**config.mk**
```make
export PLATFORM = sky130hd
export DESIGN_NAME = quad_step_decoder
export DESIGN_NICKNAME = d
export VERILOG_FILES = /design/src/rtl/qdec_pkg.sv /design/src/rtl/qdec_input_filter.sv /design/src/rtl/quad_step_decoder.sv
export SDC_FILE = /design/constraint.sdc
export NUM_CORES = 1
export LEC_CHECK = 0
export BUFFER_PORTS_ARGS = -buffer_cell sky130_fd_sc_hd__buf_2
export CAP_MARGIN = 10
export CELL_PAD_IN_SITES_DETAIL_PLACEMENT = 1
export CELL_PAD_IN_SITES_GLOBAL_PLACEMENT = 1
export CORE_ASPECT_RATIO = 1.1
export CORE_MARGIN = 2
export CORE_UTILIZATION = 35
export DETAILED_ROUTE_END_ITERATION = 16
export GPL_ROUTABILITY_DRIVEN = 1
export PLACE_DENSITY_LB_ADDON = 0.1
export SYNTH_ARGS = -nofsm -noshare
export SYNTH_HDL_FRONTEND = slang
export SYNTH_SLANG_ARGS = --single-unit
```
**constraint.sdc**
```tcl
create_clock -name clk -period 1.9 [get_ports clk]
set_input_delay 0.38 -clock clk [delete_from_list [all_inputs] [get_ports clk]]
set_output_delay 0.38 -clock clk [all_outputs]
set_load 0.005 [all_outputs]
```
**src/rtl/qdec_pkg.sv**
```systemverilog
// Shared types and helpers for the quadrature step decoder.
// State encoding, error-count ceiling and Gray-phase helper functions.
package qdec_pkg;

  typedef enum logic [2:0] {
    INIT = 3'd0,
    S00  = 3'd1,
    S01  = 3'd2,
    S11  = 3'd3,
    S10  = 3'd4
  } qdec_state_t;

  localparam logic [3:0] QDEC_ERR_MAX = 4'd15;

  function automatic logic [1:0] phase_of(input qdec_state_t s);
    logic [1:0] ab;
    case (s)
      S00:     ab = 2'b00;
      S01:     ab = 2'b01;
      S11:     ab = 2'b11;
      S10:     ab = 2'b10;
      default: ab = 2'b00;
    endcase
    return ab;
  endfunction

  function automatic qdec_state_t state_of(input logic [1:0] ab);
    qdec_state_t s;
    case (ab)
      2'b00:   s = S00;
      2'b01:   s = S01;
      2'b11:   s = S11;
      default: s = S10;
    endcase
    return s;
  endfunction

  // Next {A,B} in the forward (up) Gray sequence 00->01->11->10->00.
  function automatic logic [1:0] next_fwd(input logic [1:0] ab);
    return {ab[0], ~ab[1]};
  endfunction

endpackage

```
**src/rtl/qdec_input_filter.sv**
```systemverilog
// Two-flop synchronizer plus optional stability filter for the A/B pair.
// Filter present only when QDEC_GLITCH_FILTER_EN is defined; otherwise sync output passes through.
module qdec_input_filter #(
  parameter int FILT_LEN = 3
) (
  input  logic       clk,
  input  logic       reset,
  input  logic [1:0] raw,
  output logic [1:0] filt,
  output logic       filt_valid
);

  if (FILT_LEN < 1 || FILT_LEN > 15) begin : g_bad_filt_len
    $error("qdec_input_filter: FILT_LEN must be in 1..15");
  end

  logic [1:0] sync2;
  logic [1:0] prime_reg;

  genvar gi;
  generate
    for (gi = 0; gi < 2; gi++) begin : g_sync
      logic s1_reg;
      logic s2_reg;
      always_ff @(posedge clk) begin
        if (reset) begin
          s1_reg <= 1'b0;
          s2_reg <= 1'b0;
        end else begin
          s1_reg <= raw[gi];
          s2_reg <= s1_reg;
        end
      end
      assign sync2[gi] = s2_reg;
    end
  endgenerate

  // Ignore the cleared synchronizer contents until real samples have arrived.
  always_ff @(posedge clk) begin
    if (reset) prime_reg <= 2'b00;
    else       prime_reg <= {prime_reg[0], 1'b1};
  end

`ifdef QDEC_GLITCH_FILTER_EN
  localparam logic [3:0] FILT_LEN_U4 = 4'(FILT_LEN);

  logic [3:0] cnt_reg, cnt_next;
  logic [1:0] cand_reg, cand_next;
  logic [1:0] filt_reg, filt_next;
  logic       valid_reg, valid_next;

  always_comb begin
    cnt_next   = cnt_reg;
    cand_next  = cand_reg;
    filt_next  = filt_reg;
    valid_next = valid_reg;
    if (prime_reg[1]) begin
      if (valid_reg && sync2 == filt_reg) begin
        cnt_next = 4'd0;
      end else begin
        // The first qualified value need not differ from the reset value.
        cnt_next  = (cnt_reg != 4'd0 && sync2 == cand_reg) ? cnt_reg + 4'd1 : 4'd1;
        cand_next = sync2;
        if (cnt_next >= FILT_LEN_U4) begin
          filt_next  = sync2;
          valid_next = 1'b1;
          cnt_next   = 4'd0;
        end
      end
    end
  end

  always_ff @(posedge clk) begin
    if (reset) begin
      cnt_reg   <= 4'd0;
      cand_reg  <= 2'b00;
      filt_reg  <= 2'b00;
      valid_reg <= 1'b0;
    end else begin
      cnt_reg   <= cnt_next;
      cand_reg  <= cand_next;
      filt_reg  <= filt_next;
      valid_reg <= valid_next;
    end
  end

  assign filt       = filt_reg;
  assign filt_valid = valid_reg;
`else
  assign filt       = sync2;
  assign filt_valid = prime_reg[1];
`endif

endmodule

```
**src/rtl/quad_step_decoder.sv**
```systemverilog
// Quadrature step decoder: Gray-phase FSM producing step/up_down pulses and illegal-jump errors.
// Optional glitch filter in the input path is enabled by defining QDEC_GLITCH_FILTER_EN.
module quad_step_decoder
  import qdec_pkg::*;
#(
  parameter int FILT_LEN = 3
) (
  input  logic       clk,
  input  logic       reset,
  input  logic       a_in,
  input  logic       b_in,
  input  logic       err_clr,
  output logic       step,
  output logic       up_down,
  output logic       err,
  output logic [3:0] err_cnt,
  output logic [1:0] phase
);

  logic [1:0]  filt;
  logic        filt_valid;
  qdec_state_t state_reg, state_next;
  logic        step_reg, step_next;
  logic        up_reg, up_next;
  logic        err_reg, err_next;
  logic [3:0]  cnt_reg, cnt_next;
  logic [1:0]  cur_ab;
  logic        decoding, move_fwd, move_rev, illegal;

  qdec_input_filter #(
    .FILT_LEN (FILT_LEN)
  ) u_filter (
    .clk        (clk),
    .reset      (reset),
    .raw        ({a_in, b_in}),
    .filt       (filt),
    .filt_valid (filt_valid)
  );

  always_ff @(posedge clk) begin
    if (reset) begin
      state_reg <= INIT;
      step_reg  <= 1'b0;
      up_reg    <= 1'b0;
      err_reg   <= 1'b0;
      cnt_reg   <= 4'd0;
    end else begin
      state_reg <= state_next;
      step_reg  <= step_next;
      up_reg    <= up_next;
      err_reg   <= err_next;
      cnt_reg   <= cnt_next;
    end
  end

  // Every decoded sample, legal or not, is adopted as the new state.
  always_comb begin
    state_next = state_reg;
    if (filt_valid) state_next = state_of(filt);
  end

  assign cur_ab   = phase_of(state_reg);
  assign decoding = filt_valid && (state_reg != INIT);
  assign move_fwd = decoding && (filt == next_fwd(cur_ab));
  assign move_rev = decoding && (cur_ab == next_fwd(filt));
  assign illegal  = decoding && (filt == ~cur_ab);

  always_comb begin
    step_next = move_fwd || move_rev;
    up_next   = up_reg;
    err_next  = err_reg;
    cnt_next  = cnt_reg;
    if (move_fwd)      up_next = 1'b1;
    else if (move_rev) up_next = 1'b0;
    // A new illegal jump wins over a simultaneous clear.
    if (illegal) begin
      err_next = 1'b1;
      if (err_clr)                    cnt_next = 4'd1;
      else if (cnt_reg != QDEC_ERR_MAX) cnt_next = cnt_reg + 4'd1;
    end else if (err_clr) begin
      err_next = 1'b0;
      cnt_next = 4'd0;
    end
  end

  assign step    = step_reg;
  assign up_down = up_reg;
  assign err     = err_reg;
  assign err_cnt = cnt_reg;
  assign phase   = phase_of(state_reg);

endmodule
```
* After elaboration in Yosys (flattened, before gate mapping)
Cells that the tools add are included.
** Storage, ports and cells
- Register bits :: 16
- Memories kept :: 0
- Bits in read-only memories :: 0
- Latch bits :: 0
- Output and inout port bits :: 9
- Bits in writable memories :: 0
- Word-level logic and storage cells :: 46
** Cells by class
- Order comparisons :: 0
- Shifts and indexed selects :: 0
- Add/sub/neg operators :: 1
- Div/mod/pow operators :: 0
- Multiply operators :: 0
- Reductions and logical operators :: 11
- Equality and inequality tests :: 9
- Multiplexer cells :: 11
- Bitwise logic cells :: 3
** Operators with widths (number)
- 4-bit two-way mux :: 4
- 3-bit case mux with 3 select lines :: 1
- 2-bit equality test :: 3
- 3-bit by 2-bit equality test with 1-bit output, second input constant :: 2
- 2-bit case mux with 3 select lines :: 1
- 2-bit nonzero test :: 3
- 1-bit two-way mux :: 5
- 4-bit by 1-bit adder with 4-bit output, second input constant :: 1
- 1-bit logical AND :: 4
- 4-bit != test, second input constant :: 1
- 3-bit equality test, second input constant :: 1
- 3-bit nonzero test :: 1
- 2-bit by 1-bit equality test with 1-bit output, second input constant :: 1
- 2-bit equality test, second input constant :: 1
- 2-bit logical NOT :: 1
- 1-bit inverter :: 2
- 2-bit inverter :: 1
- 2-bit AND reduction :: 1
- 1-bit logical OR :: 1

* Logic depth before layout (Yosys ltp)
Gate-level depths: netlist of the first run.
- Depth in word-level cells :: 7
- Depth in mapped cells :: 7

* Modules after synthesis
From an unflattened synthesis of the first run, not the netlist that was laid out.
** Unflattened totals
- Cell total of the unflattened synthesis :: 94
- Area total of the unflattened synthesis :: 884.6 sq um
** By module, submodules not included
- quad_step_decoder :: instances 1, cells an instance 80, area each 714.4 sq um
- qdec_input_filter :: instances 1, cells an instance 14, area each 170.2 sq um

* Worst setup path after synthesis of the first run
OpenSTA, ideal clock, no wires.
- Kind :: reg2reg
- Start point :: register u_filter.g_sync[1].s2_reg
- End point :: register cnt_reg[2], in the netlist err_cnt[2]
- Setup slack :: 0.337 ns
- Cell stages (with the launch flop) :: 7
- Period minus slack after synthesis :: 1.563 ns
- Arrival :: 1.459 ns
- Setup time :: 0.103 ns
- Path buffers :: 1
- Cells stage by stage :: dfxtp_1 buf_2 and4bb_1 o21bai_2 nand2_1 and4b_1 a2111oi_2
** On the way
- Word-level cells in the longest chain between the ends :: 4
- Elaborated cells between the ends (all ways) :: 5
- Those cells by class :: eq/ne (1); mux (1); reduce/logical (3)
** Ends and longest elaborated chain
- start, declared :: RTL line qdec_input_filter.sv:24 : logic s2_reg;
- start signal, assigned :: RTL line qdec_input_filter.sv:31 : s2_reg <= s1_reg;
- 2-bit equality test * :: RTL line quad_step_decoder.sv:66 : assign illegal = decoding && (filt == ~cur_ab);
- 1-bit logical AND * :: RTL line quad_step_decoder.sv:66
- 2-bit nonzero test (no source line)
- 2-bit AND reduction (no source line)
- end signal, assigned :: RTL line quad_step_decoder.sv:52 : cnt_reg <= cnt_next;
- end, declared :: RTL line quad_step_decoder.sv:26 : logic [3:0] cnt_reg, cnt_next;
Mark *: on every way between the ends. The rest lies on a longest branch, timed or not.
A chain may end at the register's enable or synchronous reset.

* Worst setup path after layout of the first run
- Start point :: register u_filter.g_sync[0].s2_reg
- End point :: register cnt_reg[2], in the netlist err_cnt[2]
** On the way
- Word-level cells in the longest chain between the ends :: 4
- Elaborated cells between the ends (all ways) :: 5
- Those cells by class :: eq/ne (1); mux (1); reduce/logical (3)
** Ends and longest elaborated chain (RTL line)
- start, declared :: qdec_input_filter.sv:24
- start signal, assigned :: qdec_input_filter.sv:31
- 2-bit equality test * :: quad_step_decoder.sv:66
- 1-bit logical AND * :: quad_step_decoder.sv:66
- 2-bit nonzero test (no source line)
- 2-bit AND reduction (no source line)
Marked as above.

==> flow_summary.yaml, run 1 <==
drt:
  via_per_inst: 5.27
  ant_nets: 0
  route.detailed.drc: 0
  drt-total-wl_um: 1780
  vias: 696
  wl_per_cell_um: 13.5
  drtIter0Drc: 3
  firstDrtPassIters: 4
sta:
  worst_slack_ns: 0.163
  rsz0062_at_grt: "false"
  skew_ns: 0.00894
  finalSetupViolations: 0
  max_freq_mhz: 576
  hold_viol_final: 0
  fin_hold_ws_ns: 0.300
  min_period_over_period: 0.914
  period_minus_slack_ns: 1.74
  slew_headroom: 0.719
  tightest_slew_ns: 0.421
  fin_setup_tns_ns: 0
  drv_slew: 0
clock_tree:
  clock-sinks: 16
  clockBufferDepth: 2
  ctsHoldBuffers: 0
  path_clk_slew_ns: 0.10
  root_buffer: "clkbuf_4"
  h-tree-depth: 1
  tritoncts.num_buffers: 3
  cts_tree: "built"
  insertion_delay_ns: 0.29
yosys:
  ys_async_sr_fraction: 0
  synth_top_area_cell: "dfxtp_1"
  synth_compound_area_frac: 0.164
  yosys-top-cells-area: "dfxtp_1 38%, ha_1 6.0%, mux2i_1 4.8%"
  yosysWarnings: 0
  netlist_area_um2: 837
  synth_top_family_by_area: "simple AND/OR/NAND/NOR gates"
  synth_seq_area_share: 0.383
  synth_fa_ha_area_frac: 0.0598
  syn_area_per_cell_um2: 9.30
  synth_top_area_frac: 0.383
  post-synth-top-count-cell: "dfxtp_1"
  synth_edf_count: 0
  synth_nets: 99
  synthFlopType: "dfxtp_1"
  synth.distinct_cells: 37
  synthMuxAreaShare: 0.0613
  ys_top_cells_by_count: "16 x dfxtp_1, 6 x nor2_1, 6 x nor2b_1, 5 x nand2_1"
  syn_inst: 90
  synth-xor-area-share: 0
  yosys.area_share.simple: 0.277
  synth_seq_cells: 16
critical_path:
  path_max_fanout: 10
  r2r_start: "u_filter.g_sync[0].s2_reg"
  end_kind: "flop"
  r2r_cells: 5
  critPathKind: "flop to flop"
  cpPeakStageDelay_ns: 0.54
  arrival_ns: 1.94
  cp.required_ns: 2.10
  crit_family: "simple AND/OR/NAND/NOR gates"
  crit_path_cell_trace: "and4bb_2 > o21bai_2 > nand2_1 > and4b_1 > a2111oi_2"
  reg2reg_to: "err_cnt[2]"
  critPathLaunchType: "flop"
  cpMaxStageDelayCell: "dfxtp_1"
  r2r_setup_slack_ns: 0.16
  path_buf_inv: 0
floorplanning:
  initial_core_util: 0.372
  pin_count: 14
  die_h_um: 55.3
  coreArea_um2: 2250
  fp-row-count: 18
  die_w_um: 50.6
  dieArea_um2: 2800
place:
  port_buffers: 13
  place.gp.congestion: 0.796
  pre_cts_slack_ns: 0.171
  dp_hpwl_um: 1270
power:
  p_switching_mw: 0.149
  clockPowerShare: 0.365
  internal_power_mw: 0.481
  comb_power_share: 0.063
  p_leak_nw: 0.422
  seqPwrFrac: 0.572
  swShare: 0.236
  ir_drop_uv: 471
  p_per_area_nw_per_um2: 658
min_path:
  worstHoldStart: "a_in"
  worstHoldPathCells: 2
  hp-class: "input port to flop"
  holdPathEnd: "u_filter.g_sync[1].s1_reg"
grt:
  antenna_found_initial: 0
  grt_overflow: 0
  grt_pass1_vias: 649
  grt_pass1_wl_um: 2970
  grt_max_degree: 15
  grt_use_total: 0.137
cells_and_area:
  largest_register_ffs: 4
  area_delta_synth_final_pct: 14.3
  nets: 112
  antenna_cells: 0
  fillerInstances: 284
  drive_gt1_frac: 0.255
run_status:
  outcome: "completed"
job:
  maxCapViolCount: 0
## power groups by stage
stage | clock network (mW) | registers (mW) | logic [mW]
after detailed placement | 0 | 0.368 | 0.0401
after CTS | 0.236 | 0.360 | 0.0403
final | 0.230 | 0.360 | 0.0397
after global placement | 0 | 0.367 | 0.0397
after floorplan | 0 | 0.355 | 0.0379
after global routing | 0.248 | 0.362 | 0.0457
## logic make-up (layout without fill, tap and decap cells)
family                     count (synthesis)  in the layout
DFF                                       16             16
adders and majority gates                  4              4
muxes                                      5              5
AOI/OAI and AO/OA                         19             19
and+or+nand+nor                           36             36
buffers and inverters                     10             22
## per-stage QoR
stage,instance area (um^2),utilization,instances,total power [mW]
2_1_floorplan,837,-,90,0.393
4_1_cts,956,0.424,132,0.637
3_5_place_dp,920,0.408,128,0.408
3_3_place_gp,920,0.408,128,0.407
5_1_grt,957,0.425,132,0.655
6_report,957,0.425,132,0.629
## worst max path at each step
stage,cells past startpoint,slack (ns),start,to
floorplan,6,0.34,u_filter.g_sync[1].s2_reg,err_cnt[2]
global placement,5,0.23,u_filter.g_sync[0].s2_reg,err_cnt[2]
detailed placement,5,0.17,u_filter.g_sync[0].s2_reg,err_cnt[2]
CTS,3,0.06,state_reg[1],phase[1]
global route,5,0.005,u_filter.g_sync[1].s2_reg,err_cnt[2]
finish,5,0.16,u_filter.g_sync[0].s2_reg,err_cnt[2]
## timing repair
item / in CTS / in global routing
setup buffers: 0 / 0
gates resized for setup: 0 / 1
endpoints found under the setup margin: 0 / 1
## placed cells by master (no fill, tap or decap), types with 2 or more instances in the layout
cell,instances
dfxtp_1,15
buf_2,13
nor2b_1,6
nor2_1,6
nand2_1,5
mux2i_1,4
a31oi_1,4
ha_1,4
inv_1,3
o21ai_0,3
nand4_1,3
a21oi_1,3
clkbuf_4,3
o211ai_1,2
and4b_1,2
nand3_1,2
buf_4,2
## layer usage
layer | part of all wire | vias to the layer above | GRT usage | routed length, um
li1 | - | 351 | - | -
met1 | 0.50 | 331 | 0.183 | 889
met2 | 0.45 | 12 | 0.216 | 800
met3 | 0.043 | 2 | 0.0486 | 76
met4 | 0.0056 | 0 | 0.0232 | 10
met5 | 0 | - | 0 | 0
## cell type report
class,instances,area [um^2],area share
multi-input cells,64,470,0.492
flip-flops and latches,16,322,0.336
repair buffers,15,80.1,0.0837
well taps,30,37.5,0.0392
clock buffers,4,36.3,0.0379
inverters,3,11.3,0.0118
Note: power is estimated with default switching activity, not from simulation.
==> run 2, diff against run 1 <==
--- a/config.mk
+++ b/config.mk
@@ -11,7 +11,7 @@
 export CELL_PAD_IN_SITES_GLOBAL_PLACEMENT = 1
 export CORE_ASPECT_RATIO = 1.1
 export CORE_MARGIN = 2
-export CORE_UTILIZATION = 35
+export CORE_UTILIZATION = 40
 export DETAILED_ROUTE_END_ITERATION = 16
 export GPL_ROUTABILITY_DRIVEN = 1
 export PLACE_DENSITY_LB_ADDON = 0.1
==> flow_summary.yaml, run 2 (synthesis results as in run 1) <==
run_status:
  outcome: "completed"
sta:
  fin_setup_tns_ns: 0
  tightest_slew_ns: 0.395
  finalSetupViolations: 0
  skew_ns: 0.00223
  period_minus_slack_ns: 1.79
  slew_headroom: 0.736
  drv_slew: 0
  hold_viol_final: 0
  fin_hold_ws_ns: 0.310
  worst_slack_ns: 0.105
  max_freq_mhz: 557
  min_period_over_period: 0.945
  rsz0062_at_grt: "false"
clock_tree:
  ctsHoldBuffers: 0
  root_buffer: "clkbuf_4"
  cts_tree: "built"
  insertion_delay_ns: 0.27
  clockBufferDepth: 2
  cts_resized: 0
  clock-sinks: 16
  tritoncts.num_buffers: 3
  path_clk_slew_ns: 0.09
  h-tree-depth: 1
  post_cts_buffers: 0
grt:
  grt_pass1_vias: 688
  grt_pass1_wl_um: 3010
  grt_use_total: 0.167
  grt_max_degree: 15
  antenna_found_initial: 0
  grt_overflow: 0
min_path:
  holdPathEnd: "u_filter.g_sync[0].s1_reg"
  worstHoldPathCells: 2
  hp-class: "input port to flop"
  worstHoldStart: "b_in"
power:
  p_per_area_nw_per_um2: 642
  ir_drop_uv: 463
  p_leak_nw: 0.432
  power.total_mw: 0.622
floorplanning:
  initial_core_util: 0.419
  coreArea_um2: 2000
  die_h_um: 52.0
  dieArea_um2: 2480
  die_w_um: 47.6
  fp-row-count: 17
  pin_count: 14
drt:
  drt-total-wl_um: 1710
  drtIter0Drc: 10
  wl_per_cell_um: 12.9
  ant_nets: 0
  route.detailed.drc: 0
  firstDrtPassIters: 4
  via_per_inst: 5.33
  vias: 704
place:
  port_buffers: 13
  pre_cts_slack_ns: 0.188
  place.gp.congestion: 0.803
  dp.cells: 128
  dp_hpwl_um: 1260
  placed_area_um2: 932
critical_path:
  arrival_ns: 1.41
  reg2reg_to: "err_cnt[2]"
  critPathLaunchType: "flop"
  critPathKind: "flop to output pin"
  r2r_cells: 5
  cp.required_ns: 1.52
  path_max_fanout: 13
  r2r_setup_slack_ns: 0.18
  end_kind: "output pin"
  r2r_start: "state_reg[1]"
cells_and_area:
  final_common_cell: "dfxtp_1"
  fillerInstances: 262
  fin_util: 0.484
  area_delta_synth_final_pct: 15.7
  nets: 114
  antenna_cells: 0
  largest_register_ffs: 4
  most-common-layout-cells: "16 x dfxtp_1, 13 x buf_2, 6 x nor2b_1, 6 x nor2_1, 5 x nand2_1"
  drive_gt1_frac: 0.260
  register_area_um2: 320
  stdcell_count: 132
  multi_input_area_um2: 470
  final_area_um2: 968
job:
  maxCapViolCount: 0
run 2: cell count changes in the layout (fill, tap and decap cells not counted), sizes merged:
cell	previous run	this run
buf	15	17
run 2: metal layers:
layer,track usage,wire [um],up-vias
li1,-,-,356
met2,0.273,783,7
met3,0.0208,42,2
met5,0,0,-
met1,0.222,861,339
met4,0.0541,17,0
run 2: worst max-delay path, cell delays in order, from the launching register on:
cell	delay, ns
dfxtp_1	0.53
and2b_1	0.24
mux2_2	0.25
buf_2	0.12
run 2: final cells by class:
cell class,instances,share of cell area
tap,28,0.0362
multi-input combinational,64,0.486
sequential,16,0.331
clock buffer,4,0.0375
timing repair buffer,17,0.0982
inverter,3,0.0116
run 2: report_power, final:
part           total [mW]  switching [mW]  internal (mW)
Combinational      0.0473          0.0248         0.0225
Clock               0.219           0.103          0.116
Sequential          0.355          0.0112          0.344
run 2: worst max path at each step:
stage                              startpoint         end  slack, ns  cells after the start
floorplan           u_filter.g_sync[1].s2_reg  err_cnt[2]       0.34                      6
global placement                 state_reg[1]  err_cnt[2]       0.26                      5
detailed placement               state_reg[2]  err_cnt[2]       0.19                      5
CTS                              state_reg[1]    phase[1]       0.08                      3
global route                     state_reg[1]    phase[1]      0.005                      3
finish                           state_reg[1]    phase[1]       0.11                      3
